===== config.mk =====
export PLATFORM = sky130hd
export DESIGN_NAME = c4_stim_ser
export DESIGN_NICKNAME = d
export VERILOG_FILES = /design/src/rtl/c4_stim_ser.sv
export SDC_FILE = /design/constraint.sdc
export NUM_CORES = 1
export LEC_CHECK = 0
export CAP_MARGIN = 20
export CORE_ASPECT_RATIO = 1.4
export CORE_UTILIZATION = 39
export CTS_CLUSTER_SIZE = 25
export DETAILED_ROUTE_END_ITERATION = 8
export GPL_TIMING_DRIVEN = 0
export PLACE_DENSITY_LB_ADDON = 0.2
export SYNTH_ARGS = -nofsm -noshare
export SYNTH_HDL_FRONTEND = slang
export SYNTH_SLANG_ARGS = --single-unit

===== constraint.sdc =====
create_clock -name n_clk -period 4.05 [get_ports n_clk]
set_input_delay 1.0125 -clock n_clk [delete_from_list [all_inputs] [get_ports n_clk]]
set_output_delay 1.0125 -clock n_clk [all_outputs]
set_load 0.02 [all_outputs]

===== src/rtl/c4_stim_ser.sv =====
// c4_stim_ser: parallel-to-serial stimulus source for the c4 state machine.
// A frame of up to W bits is captured on an accepted load and shifted out
// one bit per falling edge of n_clk on `a`. `a` is parked at 0 outside frames.
//
// Handshake: `load` is a level request sampled on the falling edge. It is
// accepted in IDLE, and also on the edge that leaves DONE, so a source that
// holds `load` high gets back-to-back frames separated by exactly one a=0
// cycle. `clr` on an edge overrides everything and returns to IDLE.
module c4_stim_ser #(
    parameter int W         = 16,
    parameter bit MSB_FIRST = 1'b0,
    localparam int LW       = $clog2(W + 1)
) (
    input  logic          n_clk,
    input  logic          rst,
    input  logic [W-1:0]  data,
    input  logic [LW-1:0] len,
    input  logic          load,
    input  logic          clr,
    output logic          ready,
    output logic          busy,
    output logic          a,
    output logic          done,
    output logic [1:0]    dbg_state
);

    typedef enum logic [1:0] {
        S_IDLE  = 2'd0,
        S_SHIFT = 2'd1,
        S_DONE  = 2'd2
    } state_t;

    state_t        state_q;
    logic [W-1:0]  shreg_q;
    logic [LW-1:0] cnt_q;
    logic          a_q;
    logic          busy_q;
    logic          done_q;
    logic          ready_q;

    logic [LW-1:0] eff_len;
    logic [W-1:0]  aligned;
    logic          first_bit;
    logic [W-1:0]  load_rest;
    logic          next_bit;
    logic [W-1:0]  shifted;

    // Effective length, first bit and remaining bits of a frame being loaded,
    // plus the next bit / shifted value for a frame already in flight.
    // For MSB-first the frame is left-aligned so the send bit is always [W-1].
    always_comb begin
        eff_len   = (len == '0 || len > LW'(W)) ? LW'(W) : len;
        aligned   = data;
        first_bit = data[0];
        load_rest = data >> 1;
        next_bit  = shreg_q[0];
        shifted   = shreg_q >> 1;
        if (MSB_FIRST) begin
            aligned   = data << (LW'(W) - eff_len);
            first_bit = aligned[W-1];
            load_rest = aligned << 1;
            next_bit  = shreg_q[W-1];
            shifted   = shreg_q << 1;
        end
    end

    // Frame FSM with registered serial output and status flags.
    always_ff @(negedge n_clk or negedge rst) begin
        if (!rst) begin
            state_q <= S_IDLE;
            shreg_q <= '0;
            cnt_q   <= '0;
            a_q     <= 1'b0;
            busy_q  <= 1'b0;
            done_q  <= 1'b0;
            ready_q <= 1'b1;
        end else if (clr) begin
            state_q <= S_IDLE;
            shreg_q <= '0;
            cnt_q   <= '0;
            a_q     <= 1'b0;
            busy_q  <= 1'b0;
            done_q  <= 1'b0;
            ready_q <= 1'b1;
        end else begin
            case (state_q)
                S_SHIFT: begin
                    if (cnt_q != '0) begin
                        a_q     <= next_bit;
                        shreg_q <= shifted;
                        cnt_q   <= cnt_q - LW'(1);
                    end else begin
                        state_q <= S_DONE;
                        a_q     <= 1'b0;
                        busy_q  <= 1'b0;
                        done_q  <= 1'b1;
                        ready_q <= 1'b0;
                    end
                end
                default: begin
                    // IDLE and DONE both accept a load; DONE otherwise falls to IDLE.
                    if (load) begin
                        state_q <= S_SHIFT;
                        shreg_q <= load_rest;
                        cnt_q   <= eff_len - LW'(1);
                        a_q     <= first_bit;
                        busy_q  <= 1'b1;
                        done_q  <= 1'b0;
                        ready_q <= 1'b0;
                    end else begin
                        state_q <= S_IDLE;
                        a_q     <= 1'b0;
                        busy_q  <= 1'b0;
                        done_q  <= 1'b0;
                        ready_q <= 1'b1;
                    end
                end
            endcase
        end
    end

    assign ready     = ready_q;
    assign busy      = busy_q;
    assign a         = a_q;
    assign done      = done_q;
    assign dbg_state = state_q;

endmodule


# Word-level counts from Yosys, hierarchy flattened
# Index checks and enable logic that the tools add are counted.
classes:
  n_lt_le_gt_ge: 1
  eq_ne: 3
  add_sub_neg: 2
  muxes: 27
  reduce_logical: 5
ops:
  columns: ["cell", "count"]
  rows:
  - ["16-bit two-way mux", 4]
  - ["5-bit two-way mux", 5]
  - ["1-bit two-way mux", 15]
  - ["5-bit by 1-bit subtractor with 5-bit output, second input constant", 2]
  - ["2-bit two-way mux", 3]
  - ["3-bit != test, second input constant", 2]
  - ["5-bit greater-than comparator, second input constant", 1]
  - ["5-bit zero test", 1]
  - ["5-bit nonzero test", 1]
  - ["3-bit nonzero test", 1]
  - ["2-bit by 1-bit equality test with 1-bit output, second input constant", 1]
  - ["2-bit AND reduction", 1]
  - ["1-bit logical OR", 1]
word_totals:
  out_inout_bits: 6
  word_cells: 45
  ff_bits: 27
  input_bits: 25

# Logic depth before layout (Yosys ltp)
# Gate-level depths: netlist (run 1).
logic_depth:
  word_depth: 7
  mapped_depth: 8
  mapped_depth_nobuf: 8

==> results of run 1 <==
## worst max-delay path, stage by stage
cell and delay, ns:
buf_6 0.09, or4_4 0.54, ha_4 0.31, nor2b_4 0.04
mux2i_2 0.21, ha_2 0.27, xnor2_1 0.10, a22o_1 0.20
## where the power goes
part / total [mW] / leakage, nW / internal, mW / switching, mW
logic: 0.259 / 0.445 / 0.133 / 0.125
registers: 0.312 / 0.317 / 0.284 / 0.0279
clock network: 0.218 / 0.0410 / 0.134 / 0.0841
total: 0.789 / 0.803 / 0.551 / 0.237
## flip-flops by register name, indices dropped and copies added (netlist names)
register,cells
cnt_q,5
dbg_state,2
a,1
shreg_q,15
ready,1
## metrics by stage
stage | hold WS, ns | instance area [sq um] | cells | setup TNS, ns
2_1_floorplan | 0.410 | 1290 | 126 | -2.93
3_3_place_gp | 0.423 | 1640 | 195 | -15.96
3_5_place_dp | 0.437 | 1640 | 195 | -18.05
4_1_cts | 0.437 | 1760 | 203 | -2.55
5_1_grt | 0.468 | 1790 | 203 | -2.88
6_report | 0.436 | 1790 | 203 | -2.50
## cell families (layout without fill, tap and decap cells)
kind of cell,Yosys count,count (layout)
xor gates and xnor gates,2,2
and+or+nand+nor,37,37
adders and majority gates,2,2
AOI/OAI and AO/OA,30,30
muxes,18,18
buffers and inverters,13,51
DFF,24,24
## routing by layer
metal / global-route usage [%] / up-vias / routed length (microns)
li1: - / 514 / -
met1: 21.1 / 507 / 1130
met2: 29.6 / 24 / 1370
met3: 1.97 / 4 / 89
met4: 7.62 / 0 / 43
met5: 0 / - / 0
## worst paths after layout
path | startpoint | end | slack (ns) | cells after the start
worst max-delay path | len[3] | cnt_q[2] | -0.61 | 8
worst min-delay path | shreg_q[4] | shreg_q[4] | 0.44 | 2
worst max register to register | dbg_state[1] | cnt_q[3] | 2.15 | 7
worst min register to register | shreg_q[4] | shreg_q[4] | 0.44 | 2
max in group asynchronous | rst | ready | 0.49 | 2
min in group asynchronous | rst | shreg_q[11] | 2.95 | 1
## cells in the final DEF, fill, tap and decap left out, types with 2 or more instances in the layout
master / instances
clkdlybuf4s50_1: 18
o21ai_1: 9
xnor2_1: 2
buf_4: 2
inv_1: 3
buf_6: 10
nor2b_1: 4
clkbuf_2: 2
nor2_1: 3
mux2i_1: 17
a22o_1: 2
o21ai_0: 7
buf_2: 5
nand2b_1: 2
dlygate4sd2_1: 3
nand3_1: 2
nand2_1: 18
dfrtn_1: 23
a21oi_1: 4
clkbuf_8: 3
## cell type report
class                           count  area (sq um)  share of cell area [%]
Tap cell                           39          48.8                    2.72
Buffer                              7          52.6                    2.93
Sequential cell                    24           602                    33.6
Multi-Input combinational cell     89           631                    35.2
Clock buffer                        3          41.3                    2.30
Inverter                            3          16.3                   0.907
Timing Repair Buffer               36           368                    20.5
Clock inverter                      2          33.8                    1.88
## repair_timing
| action | 4_1_cts | 5_1_grt |
|---|---|---|
| resized for setup | 45 | 10 |
| buffers inserted | 4 | 1 |
| pin swaps | 8 | 7 |
| setup endpoints to repair | 21 | 10 |
==> reports/results.ini, run 1 <==
[cells_and_area]
fin_util_pct = 57.4
final_layout_size_suffix_gt1_share_pct = 22.6
nFillCells = 286
syn_to_final_growth_pct = 40.9
fin_nets = 192
insertedDiodeCount = 0

[status]
outcome = finished with violations
violations = setup timing

[worst_setup_path]
cp.arrival_ns = 2.77
critPathRequiredTime_ns = 2.16
crit_path_end_kind = flip-flop
cp_max_fo = 5
startpoint_type = input pin
critPathKind = in2reg

[grt]
grt_antenna_before_repair = 0
grt_pass1_vias = 1065
track_usage_pct = 17.3
grt_max_degree = 25
grt_pass1_wl_mm = 4.65
gr-total-overflow = 0

[timing]
final_max_slew_viol_count = 0
setup_viol = 5
rsz0062_at_grt = yes
tightestPinTransition_ns = 0.457
relSlewSlack_pct = 69.4
hold_viol = 0
fin_ws_ns = -0.612
fin_skew_ns = 0.0486

[synth]
synth_mux_area_share_pct = 14.2
synth_compound_area_share_pct = 14.8
synthesis.area_sq_mm = 0.00127
ys.flop_type = dfrtn_1
syn_nets = 153
synthTopCellsByCount = dfrtn_1, mux2i_1, nand2_1, o21ai_1, o21ai_0
yosys_register_bits = 24
synth_cell_types = 34
synth_top_family_by_area = compound AO/OA/AOI/OAI gates
synthArstFlopShare_pct = 100
ys_top_cells_by_area = dfrtn_1, mux2i_1, nand2_1
yosys_warnings = 0
yosys.area_share.simple_pct = 14.3
synthXorXnorAreaFrac_pct = 1.38
syn_inst = 126
yosys.area.top_type_share_pct = 45.2
ys_seq_area_share_pct = 47.3
synth_adder_area_share_pct = 1.97
yosys.area.top_type = dfrtn_1
synth_most_common_cell = dfrtn_1
syn_area_per_cell_sq_um = 10.1
synth_edf_count = 0

[route]
final_antenna_net_count = 0
drc = 0
dr_total_vias = 1049
first_iter_violations = 18
wl_per_cell_microns = 13.0
via_per_inst = 5.17
wl_mm = 2.64
drt_first_pass_iters = 4

[placed_design]
place_ws_ns = -1.29
gp_congestion = 0.847
io_buffers = 30
dp_hpwl_mm = 1.92

[clocking]
insertion_delay_ns = 0.32
holdBufCountCts = 0
cts_tree = built
cts_sinks = 24
cts_max_level = 1
clk_pin_slew_ns = 0.06
cts_buffers = 3
clock_tree.root_cell = clkbuf_8
cts_max_path_buffers = 2

[pwr]
leakagePower_nw = 0.803
p_per_area_mw_per_mm2 = 440
fin_total_pwr_mw = 0.789
peakVddDrop_mv = 0.287

[floorplanning]
dieHeight_microns = 69.6
die_area_sq_mm = 0.00350
start_util_pct = 40.7
rows = 24
ios = 31
core_sq_mm = 0.00312
chipWidth_microns = 50.3

[hold_path]
worstHoldPathType = reg2reg

[run]
cap_violations = 0

No activity file was read; power rests on OpenSTA's default activity.
==> inputs of run 2 (changes only) <==
CAP_MARGIN = 5   (was 20)
PLACE_DENSITY = 0.74   (was default)
PLACE_DENSITY_LB_ADDON = default   (was 0.2)
==> reports/results.ini, run 2 (same netlist as run 1, synthesis figures left out) <==
[status]
outcome = finished with violations
violations = setup timing

[timing]
setup_tns_ns = -2.33
hold_viol = 0
rsz0062_at_grt = yes
relSlewSlack_pct = 26.6
fin_ws_ns = -0.606
tightestPinTransition_ns = 1.10
fin_skew_ns = 0.0497
setup_viol = 5
final_max_slew_viol_count = 0

[worst_setup_path]
critPathRequiredTime_ns = 2.15
path_depth = 9
endpoint = cnt_q[4]
path_cells = buf_6, or4_4, ha_4, nor2b_2, mux2i_2, ha_2, a211oi_2, a21oi_1, o22ai_1
cp.arrival_ns = 2.75
worstRegToRegCells = 8
reg2reg_from = dbg_state[0]
slowest_delay_ns = 0.54
r2r_slack_ns = 2.12
crit_family = simple AND/OR/NAND/NOR gates
crit_path_end_kind = flip-flop
critPathBufInv = 1
cp_max_fo = 5
critPathKind = in2reg
r2r_end = cnt_q[3]
critPathLaunch = len[0]
startpoint_type = input pin
crit_slowest_cell = or4_4

[route]
dr_total_vias = 1040
wl_per_cell_microns = 13.4
wl_mm = 2.70
drt_first_pass_iters = 4
final_antenna_net_count = 0
drc = 0
via_per_inst = 5.15
first_iter_violations = 27

[placed_design]
io_buffers = 30
place_ws_ns = -1.27
dp_hpwl_mm = 1.97
placed_cells = 195
gp_congestion = 0.791

[floorplanning]
rows = 24
core_sq_mm = 0.00312
ios = 31
dieHeight_microns = 69.6
chipWidth_microns = 50.3
start_util_pct = 40.7
die_area_sq_mm = 0.00350

[clocking]
cts_max_path_buffers = 2
holdBufCountCts = 0
cts_max_level = 1
cts_tree = built
clock_tree.root_cell = clkbuf_8
insertion_delay_ns = 0.33
cts_sinks = 24
cts_buffers = 3
clk_pin_slew_ns = 0.06

[cells_and_area]
final-instance-count-excl-fill = 202
syn_to_final_growth_pct = 38.3
insertedDiodeCount = 0
final_cell_mix = dfrtn_1, nand2_1, mux2i_1, clkdlybuf4s50_1
final_common_cell = dfrtn_1
top_register = shreg_q
final_layout_size_suffix_gt1_share_pct = 23.3
fin_nets = 191
largest_register_ffs = 15

[pwr]
peakVddDrop_mv = 0.294
leakagePower_nw = 0.791
p_per_area_mw_per_mm2 = 443
fin_total_pwr_mw = 0.780

[grt]
grt_pass1_vias = 1059
gr-total-overflow = 0
track_usage_pct = 17.2
grt_max_degree = 25
grt_pass1_wl_mm = 4.65
grt_antenna_before_repair = 0

[hold_path]
worstHoldPathType = reg2reg
min_from = shreg_q[9]

[run]
cap_violations = 0

[run 2: area by class of cell]
type / instances / area, sq um
Sequential cell: 24 / 602
Clock buffer: 3 / 41.3
Clock inverter: 2 / 33.8
Timing Repair Buffer: 34 / 323
Buffer: 8 / 60.1
Inverter: 3 / 16.3
Fill cell: 296 / 1360
Multi-Input combinational cell: 89 / 634
Tap cell: 39 / 48.8
[run 2: worst min path at each step]
stage,end,depth (start not counted)
2_1_floorplan,shreg_q[10],2
3_3_place_gp,shreg_q[8],2
3_5_place_dp,shreg_q[11],2
4_1_cts,shreg_q[11],2
5_1_grt,shreg_q[3],2
6_report,shreg_q[9],2
[run 2: layer usage]
layer  track usage [%]  share of wire, %
met1              21.8                43
met2              29.3                52
met3             0.877               4.0
met4              7.62               1.4
met5                 0                 0
[run 2: what timing repair did]
| action | CTS | global route |
|---|---|---|
| buffers inserted | 3 | 1 |
| pin swaps | 9 | 6 |
| resized for setup | 46 | 10 |
| setup endpoints to repair | 21 | 32 |
| gates cloned | 0 | 0 |
[run 2: worst min-delay path: stages, from the launching register on]
cell,delay [ns]
dfrtn_1,0.41
nand2_1,0.05
o21ai_0,0.06
[run 2: power breakdown]
part	switching (mW)	internal, mW	leakage (nW)
Clock	0.0820	0.134	0.0410
Combinational	0.125	0.127	0.433
Sequential	0.0275	0.284	0.317
[run 2: stage by stage]
stage	hold slack [ns]	util [%]	instance area (sq um)
floorplan	0.410	-	1290
global placement	0.423	52.5	1640
detailed placement	0.437	52.5	1640
CTS	0.437	55.5	1730
global route	0.470	56.3	1760
finish	0.436	56.3	1760
